===== src/rtl/cnn_pkg.sv =====
// rtl/cnn_pkg.sv - shared pixel, window and state types for the CNN front end
package cnn_pkg;

   localparam int IMG_W  = 28;
   localparam int IMG_H  = 28;
   localparam int KERNEL = 3;

   typedef logic [15:0] pixel_t;
   typedef pixel_t window_t [KERNEL*KERNEL];

   typedef enum logic {
      FILL,
      STREAM
   } state_t;

endpackage


===== src/rtl/conv_window_buffer_if.sv =====
// rtl/conv_window_buffer_if.sv - pixel stream in, 3x3 window stream out
interface conv_window_buffer_if #(
   parameter int DATA_W = 16
);
   logic [DATA_W-1:0]   pixel_in;
   logic                valid_in;
   logic [9*DATA_W-1:0] window_out;
   logic                valid_out;
   logic                frame_done;

   modport master (
      output pixel_in, valid_in,
      input  window_out, valid_out, frame_done
   );

   modport slave (
      input  pixel_in, valid_in,
      output window_out, valid_out, frame_done
   );
endinterface


===== src/rtl/line_buffer.sv =====
// rtl/line_buffer.sv - single-port circular row buffer, read-before-write
module line_buffer #(
   parameter int DEPTH = 28,
   parameter int WIDTH = 16,
   localparam int AW   = $clog2(DEPTH)
) (
   input  logic             clk,
   input  logic             we,
   input  logic [AW-1:0]    addr,
   input  logic [WIDTH-1:0] wdata,
   output logic [WIDTH-1:0] rdata
);
   logic [WIDTH-1:0] mem [DEPTH];

   // Asynchronous read returns the old entry in the same cycle it is overwritten.
   assign rdata = mem[addr];

   always_ff @(posedge clk) begin
      if (we) begin
         mem[addr] <= wdata;
      end
   end
endmodule


===== src/rtl/conv_window_buffer.sv =====
// rtl/conv_window_buffer.sv - streaming 3x3 valid-mode window generator
module conv_window_buffer
   import cnn_pkg::*;
#(
   parameter int IMG_W  = cnn_pkg::IMG_W,
   parameter int IMG_H  = cnn_pkg::IMG_H,
   parameter int DATA_W = 16
) (
   input  logic               clk,
   input  logic               rst,
   conv_window_buffer_if.slave bus
);
   localparam int CW = $clog2(IMG_W);
   localparam int RW = $clog2(IMG_H);
   localparam logic [CW-1:0] COL_LAST = CW'(IMG_W - 1);
   localparam logic [RW-1:0] ROW_LAST = RW'(IMG_H - 1);

   logic [CW-1:0]     col;
   logic [RW-1:0]     row;
   state_t            state;
   logic [DATA_W-1:0] win [KERNEL][KERNEL];
   logic [DATA_W-1:0] lb0_rd;
   logic [DATA_W-1:0] lb1_rd;
   logic              valid_q;
   logic              frame_done_q;
   logic [9*DATA_W-1:0] win_flat;

   logic accept;
   logic col_last;
   logic row_last;

   assign accept   = bus.valid_in;
   assign col_last = (col == COL_LAST);
   assign row_last = (row == ROW_LAST);

   // lb1 holds the previous row, lb0 the row before; lb1 ages into lb0.
   line_buffer #(.DEPTH(IMG_W), .WIDTH(DATA_W)) u_lb0 (
      .clk   (clk),
      .we    (accept),
      .addr  (col),
      .wdata (lb1_rd),
      .rdata (lb0_rd)
   );

   line_buffer #(.DEPTH(IMG_W), .WIDTH(DATA_W)) u_lb1 (
      .clk   (clk),
      .we    (accept),
      .addr  (col),
      .wdata (bus.pixel_in),
      .rdata (lb1_rd)
   );

   always_ff @(posedge clk or posedge rst) begin
      if (rst) begin
         col          <= '0;
         row          <= '0;
         state        <= FILL;
         valid_q      <= 1'b0;
         frame_done_q <= 1'b0;
         for (int r = 0; r < KERNEL; r++) begin
            for (int c = 0; c < KERNEL; c++) begin
               win[r][c] <= '0;
            end
         end
      end else begin
         // In STREAM row is already >= 2, so only the column needs checking.
         valid_q      <= accept && (state == STREAM) && (col >= CW'(2));
         frame_done_q <= accept && col_last && row_last;

         if (accept) begin
            for (int r = 0; r < KERNEL; r++) begin
               for (int c = 0; c < KERNEL - 1; c++) begin
                  win[r][c] <= win[r][c+1];
               end
            end
            win[0][KERNEL-1] <= lb0_rd;
            win[1][KERNEL-1] <= lb1_rd;
            win[2][KERNEL-1] <= bus.pixel_in;

            if (col_last) begin
               col <= '0;
               row <= row_last ? '0 : row + RW'(1);
            end else begin
               col <= col + CW'(1);
            end

            case (state)
               FILL:    if (col_last && row == RW'(1)) state <= STREAM;
               STREAM:  if (col_last && row_last)      state <= FILL;
               default: state <= FILL;
            endcase
         end
      end
   end

   always_comb begin
      win_flat = '0;
      for (int r = 0; r < KERNEL; r++) begin
         for (int c = 0; c < KERNEL; c++) begin
            win_flat[DATA_W*(r*KERNEL+c) +: DATA_W] = win[r][c];
         end
      end
   end

   assign bus.window_out = win_flat;
   assign bus.valid_out  = valid_q;
   assign bus.frame_done = frame_done_q;
endmodule

===== src/flat_wrapper.sv =====
// flat-port wrapper written by rule: the top's interface ports become plain ports
module conv_window_buffer_flat import cnn_pkg::*;
#(
   parameter int IMG_W  = cnn_pkg::IMG_W,
   parameter int IMG_H  = cnn_pkg::IMG_H,
   parameter int DATA_W = 16
)
  (clk, rst, bus_pixel_in, bus_valid_in, bus_window_out, bus_valid_out, bus_frame_done);
  conv_window_buffer_if #(.DATA_W(DATA_W)) bus_i ();
  input  logic clk;
  input  logic rst;
  input wire logic [$bits(bus_i.pixel_in)-1:0] bus_pixel_in;
  input wire logic [$bits(bus_i.valid_in)-1:0] bus_valid_in;
  output wire logic [$bits(bus_i.window_out)-1:0] bus_window_out;
  output wire logic [$bits(bus_i.valid_out)-1:0] bus_valid_out;
  output wire logic [$bits(bus_i.frame_done)-1:0] bus_frame_done;
  assign bus_i.pixel_in = bus_pixel_in;
  assign bus_i.valid_in = bus_valid_in;
  assign bus_window_out = bus_i.window_out;
  assign bus_valid_out = bus_i.valid_out;
  assign bus_frame_done = bus_i.frame_done;
  conv_window_buffer #(.IMG_W(IMG_W), .IMG_H(IMG_H), .DATA_W(DATA_W)) u_core (.clk(clk), .rst(rst), .bus(bus_i));
endmodule

===== config.mk =====
export PLATFORM = sky130hd
export DESIGN_NAME = conv_window_buffer_flat
export DESIGN_NICKNAME = d
export VERILOG_FILES = /design/src/rtl/cnn_pkg.sv /design/src/rtl/conv_window_buffer_if.sv /design/src/rtl/line_buffer.sv /design/src/rtl/conv_window_buffer.sv /design/src/flat_wrapper.sv
export SDC_FILE = /design/constraint.sdc
export NUM_CORES = 1
export LEC_CHECK = 0
export ABC_AREA = 1
export ABC_CLOCK_PERIOD_IN_PS = 7050
export CAP_MARGIN = 25
export CORE_UTILIZATION = 25
export DETAILED_ROUTE_END_ITERATION = 10
export GPL_TIMING_DRIVEN = 0
export PLACE_DENSITY = 0.38
export RECOVER_POWER = 25
export REMOVE_ABC_BUFFERS = 1
export SLEW_MARGIN = 20
export SYNTH_ARGS = -nofsm -noshare
export SYNTH_HDL_FRONTEND = slang
export SYNTH_HIERARCHICAL = 1
export SYNTH_SLANG_ARGS = --single-unit

===== constraint.sdc =====
create_clock -name clk -period 7.05 [get_ports clk]
set_input_delay 1.41 -clock clk [delete_from_list [all_inputs] [get_ports clk]]
set_output_delay 1.41 -clock clk [all_outputs]
set_load 0.02 [all_outputs]

# Word level (Yosys, flattened, before mapping)
# Memories as Yosys holds them, arrays and structs flattened. A register that Yosys moved wholly into a read port is not among the register bits.
# Cells that the tools add are included.
# totals
ff_bits	141
ram_bits	896
input_bits	19
out_inout_bits	146
wordCells	36
n_memories	2
# mem_list
name	words	word_bits	rd	rd_clocked_by_memory_dff	wr	line	text
u_core.u_lb0.mem	28	16	1	1	1	line_buffer.sv:13	logic [WIDTH-1:0] mem [DEPTH];
u_core.u_lb1.mem	28	16	1	0	1	line_buffer.sv:13	
# op_classes
n_addsub	2
n_lt_le_gt_ge	1
n_eq_ne	3
muxes	7
bitwise	1
reduce_logical	7
# op_table
cell	n
$add 5x1->5 const B	2
$eq 5x5->1 const B	2
$mux 5	2
$logic_and 1x1->1	6
$eq 5x1->1 const B	1
$ge 5x2->1 const B	1
$mux 1	4
$pmux 1 s2	1
$reduce_and 2->1	1
$not 1->1	1

# Depth between registers and ports, before layout
# depth
ltp_word	4
mapped_depth	14
mapped_depth_nobuf	11

# Hierarchy
# Netlist, hierarchy kept.
# by_module_without_submodules
mod	n_inst	cells_per_inst	area_each_um2	seq_area_each_um2
line_buffer	2	1768	18646.6	13452.9
conv_window_buffer	1	544	6140.9	3928.8

# Worst setup path before layout
# Ideal clock, no wire load.
# synth_path
path_type	input-to-reg
from	input bus_valid_in
to	memory u_core.u_lb0.mem[13][0] (enable)
setup_ps	388
t_arrival_ps	2332
t_required_ps	6662
path_slack_ps	4330
stages	2
n_path_buf	0
cell_sequence	nand3_1 -> nor2_1
# synth_via
elab_chain_len	2
# synth_lines
item	line	text
start, declared	flat_wrapper.sv:13	input wire logic [$bits(bus_i.valid_in)-1:0] bus_valid_in;
$mux 1	line_buffer.sv:19	if (we) begin
$mux 1 (implied by the code)	line_buffer.sv:20	mem[addr] <= wdata;
end, declared	line_buffer.sv:13	
# Every way passes these cells.

# Final worst setup path
# layout_path
from	input bus_valid_in
to	memory u_core.u_lb0.mem[9][10] (enable)
# Same word-level chain as after synthesis.

==> reports/summary.md <==
* final instance area: 52300 µm²
* WL met1: 59000 µm
* final max-slew violation count: 247
* share of power burned in the clock network: 27.2%
* power per standard cell area: 408 nW/µm²
* endpoint of the worst-slack reg-to-reg timing path: u_core/u_lb1/mem[22][7]$_DFFE_PP_
* topmost layer with routed signal wires: met4
* Final Routed Wirelength: 128000 µm
* leakage power figure: 20.9 nW
* share of power burned in registers: 40.2%
* register bit total from synthesis: 1053
* number of max-cap violations: 8
* post-CTS repair timing setup buffer count: 0
* number of endpoints failing setup at the final stage: 0
* starting density of the core: 25.2%
* number of top-level pins: 165
* post-route core utilization: 30.4%
* CP arrival: 5.27 ns
* TritonCTS clock tree: done
* synthesized area per cell: 10.6 µm²
* Worst Setup Slack, final: 2.22 ns
* antenna viol nets, final: 0
* startpoint type of the worst setup path: input port
* # hold bufs at CTS: 0
* area share of the leading cell type in the synthesized netlist: 61.9%
* number of enable-type register cells in the synthesized netlist: 896
* number of antenna violations at the first check in global routing: 0
* number of unique standard cell types used by synthesis: 29
* Num CTS Buffers: 118
* hpwl dp: 79400 µm
* post-synthesis instance total: 4080
* stage delay of the slowest cell on the critical path: 1.65 ns
* Worst Path Class, Setup: input port to flip-flop
* deepest level of the CTS H-tree: 3
* number of warnings printed during yosys synthesis: 6
* setup repair after global routing missed its margin: no
* number of vias in the routed layout: 27600
* layout cells sized above 1: 8.94%
* Longest Clk Path Bufs: 3
* wire length of the first global-routing pass: 188000 µm
* worst hold path endpoint: u_core/bus.window_out[13]$_DFFE_PP0P_
* met2 routed WL: 62500 µm
* Clock Skews: 0.0329 ns
* delay-heaviest family, CP: simple AND/OR/NAND/NOR gates
* total placed instance area: 48900 µm²
* final hold violations: 0
* buffers added on ports: 164
* CORE AREA: 172000 µm²
* startpoint of the lowest-slack register-to-register path: u_core/col[1]$_DFFE_PP0P_
* CP max stage cell: clkbuf_1
* master cell of the clock root buffer: clkbuf_16
* setup slack, reg-to-reg: 3.09 ns
* first-pass detailed-route iteration total: 5
* worst slack, placed: 3.03 ns
* P&R area growth vs syn: 20.3%
* Total Routing Usage GR: 14.5%
* final total negative setup slack: 0 ns
* Switching Power: 7.81 mW
* largest area contributor in the netlist: edfxtp_1
* transition time of the tightest slew-check pin: 2.36 ns
* switching share of power: 36.7%
* DRC Markers: 0
* min-delay worst type: flip-flop to flip-flop
* row count: 152
* weighted congestion at the end of routability-driven global placement: 0.739
* number of instances on the worst hold path: 1
* Bufs and invs on worst path: 2
* die outline area: 175000 µm²
* die width: 419 µm
* quantity of gates resized following cts: 0
* number of cells on the worst reg-to-reg path: 7
* critical path data required time: 7.49 ns
* worst hold slack: 0.504 ns
* CTS clk-pin slew, worst paths: 0.06 ns
* VDD IR-drop max: 0.227 mV
* cell types occupying the most area after synthesis: edfxtp_1 62%, nand2_1 20%, dfrtp_1 9.0%, nor2_1 2.1%, mux2_2 1.2%
* DR WL/cell: 19.1 µm
* overall power consumption: 21.3 mW
* worst-skew pair later-pin latency: 0.74 ns
* 1st-iter DRT viols: 1482
* total instance count after detailed placement: 6467
* vias in the first global route: 27100
* number of sinks on the clock net: 1053
* chip height: 419 µm
* startpoint of the most critical hold path: u_core/bus.window_out[13]$_DFFE_PP0P_
* crit path capture type: flip-flop
* cells traversed along the worst timing path: clkbuf_1 > nand3_1 > nor2_2 > buf_6
* Post-Synthesis Cell Area: 43400 µm²
* GRT Residual Overflow: 0
* biggest fanout along the worst timing path: 35
* net count of the finished layout: 4302
* share of synthesized registers carrying an async set or reset: 14.9%
* fin crit share: 68.5%
* combinational share of power: 32.6%
* non-filler instance count after layout: 6690
* wire length on met3: 3720 µm
* internal power: 13.5 mW
* mean number of vias per cell: 4.13
* highest clock rate: 207 MHz
* share of the yosys chip area belonging to registers: 71.0%
* maximum number of pins on one net before global-route repair: 128
* status: complete, but fails checks
* relative slew slack: -57.4%
* Post-synth top flop: edfxtp_1
* failing checks: max-capacitance violations, max-slew violations
* final critical-path required period: 4.83 ns
* final-layout fill cell count: 17700
==> registers in the layout (all words and copies together) (netlist names) <==
signal                 flops
u_core/bus.window_out    144
u_core/col                 5
u_core/bus.valid_out       1
u_core/bus.frame_done      1
u_core/u_lb0/mem         448
u_core/row                 5
u_core/u_lb1/mem         448
u_core/state               1
==> cells by family (layout without fill, tap and decap cells) <==
logic type	Yosys count	after routing	share of synthesized area, %
compound gates	102	102	1.20
other cells	0	4	0
mux	48	48	1.24
fa+ha+maj	4	4	0.115
flops	1053	1053	71.0
xor+xnor	1	1	0.0202
buf+inv	274	570	3.46
simple gates	2598	2598	23.0
==> metal layers <==
| layer | GRT usage [%] | vias up |
|---|---|---|
| li1 | - | 13700 |
| met5 | 0 | - |
| met4 | 3.38 | 0 |
| met3 | 2.21 | 163 |
| met1 | 19.4 | 13400 |
| met2 | 24.7 | 362 |
==> cell usage in the layout, fill, tap and decap left out, drive strengths merged <==
master | netlist | routed
a21oi | 52 | 52
buf | 173 | 91
bufinv | 0 | 3
clkbuf | 15 | 201
clkdlybuf4s50 | 0 | 146
clkinv | 2 | 42
clkinvlp | 0 | 2
dfrtp | 157 | 157
diode | 0 | 4
dlygate4sd3 | 0 | 1
edfxtp | 896 | 896
ha | 4 | 4
inv | 84 | 84
mux2 | 48 | 48
nand2 | 2289 | 2289
nand3 | 43 | 43
nand3b | 3 | 3
nand4 | 4 | 4
nor2 | 244 | 244
nor3 | 15 | 15
o21ai | 50 | 50
xor2 | 1 | 1
==> layout make-up <==
| class | instances | area (µm²) | share of cell area (%) |
|---|---|---|---|
| sequential | 1053 | 30800 | 59.0 |
| clock buffer | 172 | 3260 | 6.24 |
| antenna | 4 | 10.0 | 0.0192 |
| timing repair buffer | 267 | 3260 | 6.25 |
| tap | 2310 | 2890 | 5.53 |
| inverter | 86 | 354 | 0.678 |
| multi-input combinational | 2753 | 11300 | 21.7 |
| clock inverter | 45 | 295 | 0.565 |
==> cell usage after synthesis (4+ instances only) <==
library cell,instances
nand4_1,4
edfxtp_1,896
ha_1,4
nand2_1,2289
nor3_2,6
mux2_2,48
o21ai_0,50
dfrtp_1,157
inv_1,72
nand3_1,42
buf_1,6
nor3_4,6
clkbuf_1,15
a21oi_1,49
inv_2,12
buf_2,106
buf_6,18
nor2_1,239
buf_4,39
==> worst max path at each step <==
stage	from	end	depth (start not counted)
finish	bus_valid_in	u_core/u_lb0/mem[9][10]$_DFFE_PP_	4
global route	bus_valid_in	u_core/u_lb0/mem[9][10]$_DFFE_PP_	4
CTS	u_core/col[0]$_DFFE_PP0P_	u_core/bus.window_out[86]$_DFFE_PP0P_	16
detailed placement	u_core/col[0]$_DFFE_PP0P_	u_core/bus.window_out[86]$_DFFE_PP0P_	16
global placement	u_core/col[0]$_DFFE_PP0P_	u_core/bus.window_out[81]$_DFFE_PP0P_	11
floorplan	u_core/col[0]$_DFFE_PP0P_	u_core/u_lb0/mem[0][0]$_DFFE_PP_	9
==> power by group through the flow <==
stage	Clock (mW)	Sequential, mW	Combinational (mW)
floorplan	0	9.09	2.97
global placement	0	9.22	6.47
detailed placement	0	8.70	7.18
CTS	5.99	8.58	7.19
global route	6.21	8.64	7.60
finish	5.79	8.57	6.94
==> worst reg2reg max path, delay by kind of cell (launching register included) <==
kind | cells | cell delay [ns]
buffers and inverters | 4 | 1.07
flip-flops | 1 | 0.67
AND/OR/NAND/NOR | 3 | 1.92
Note: power is estimated with default switching activity, not from simulation.
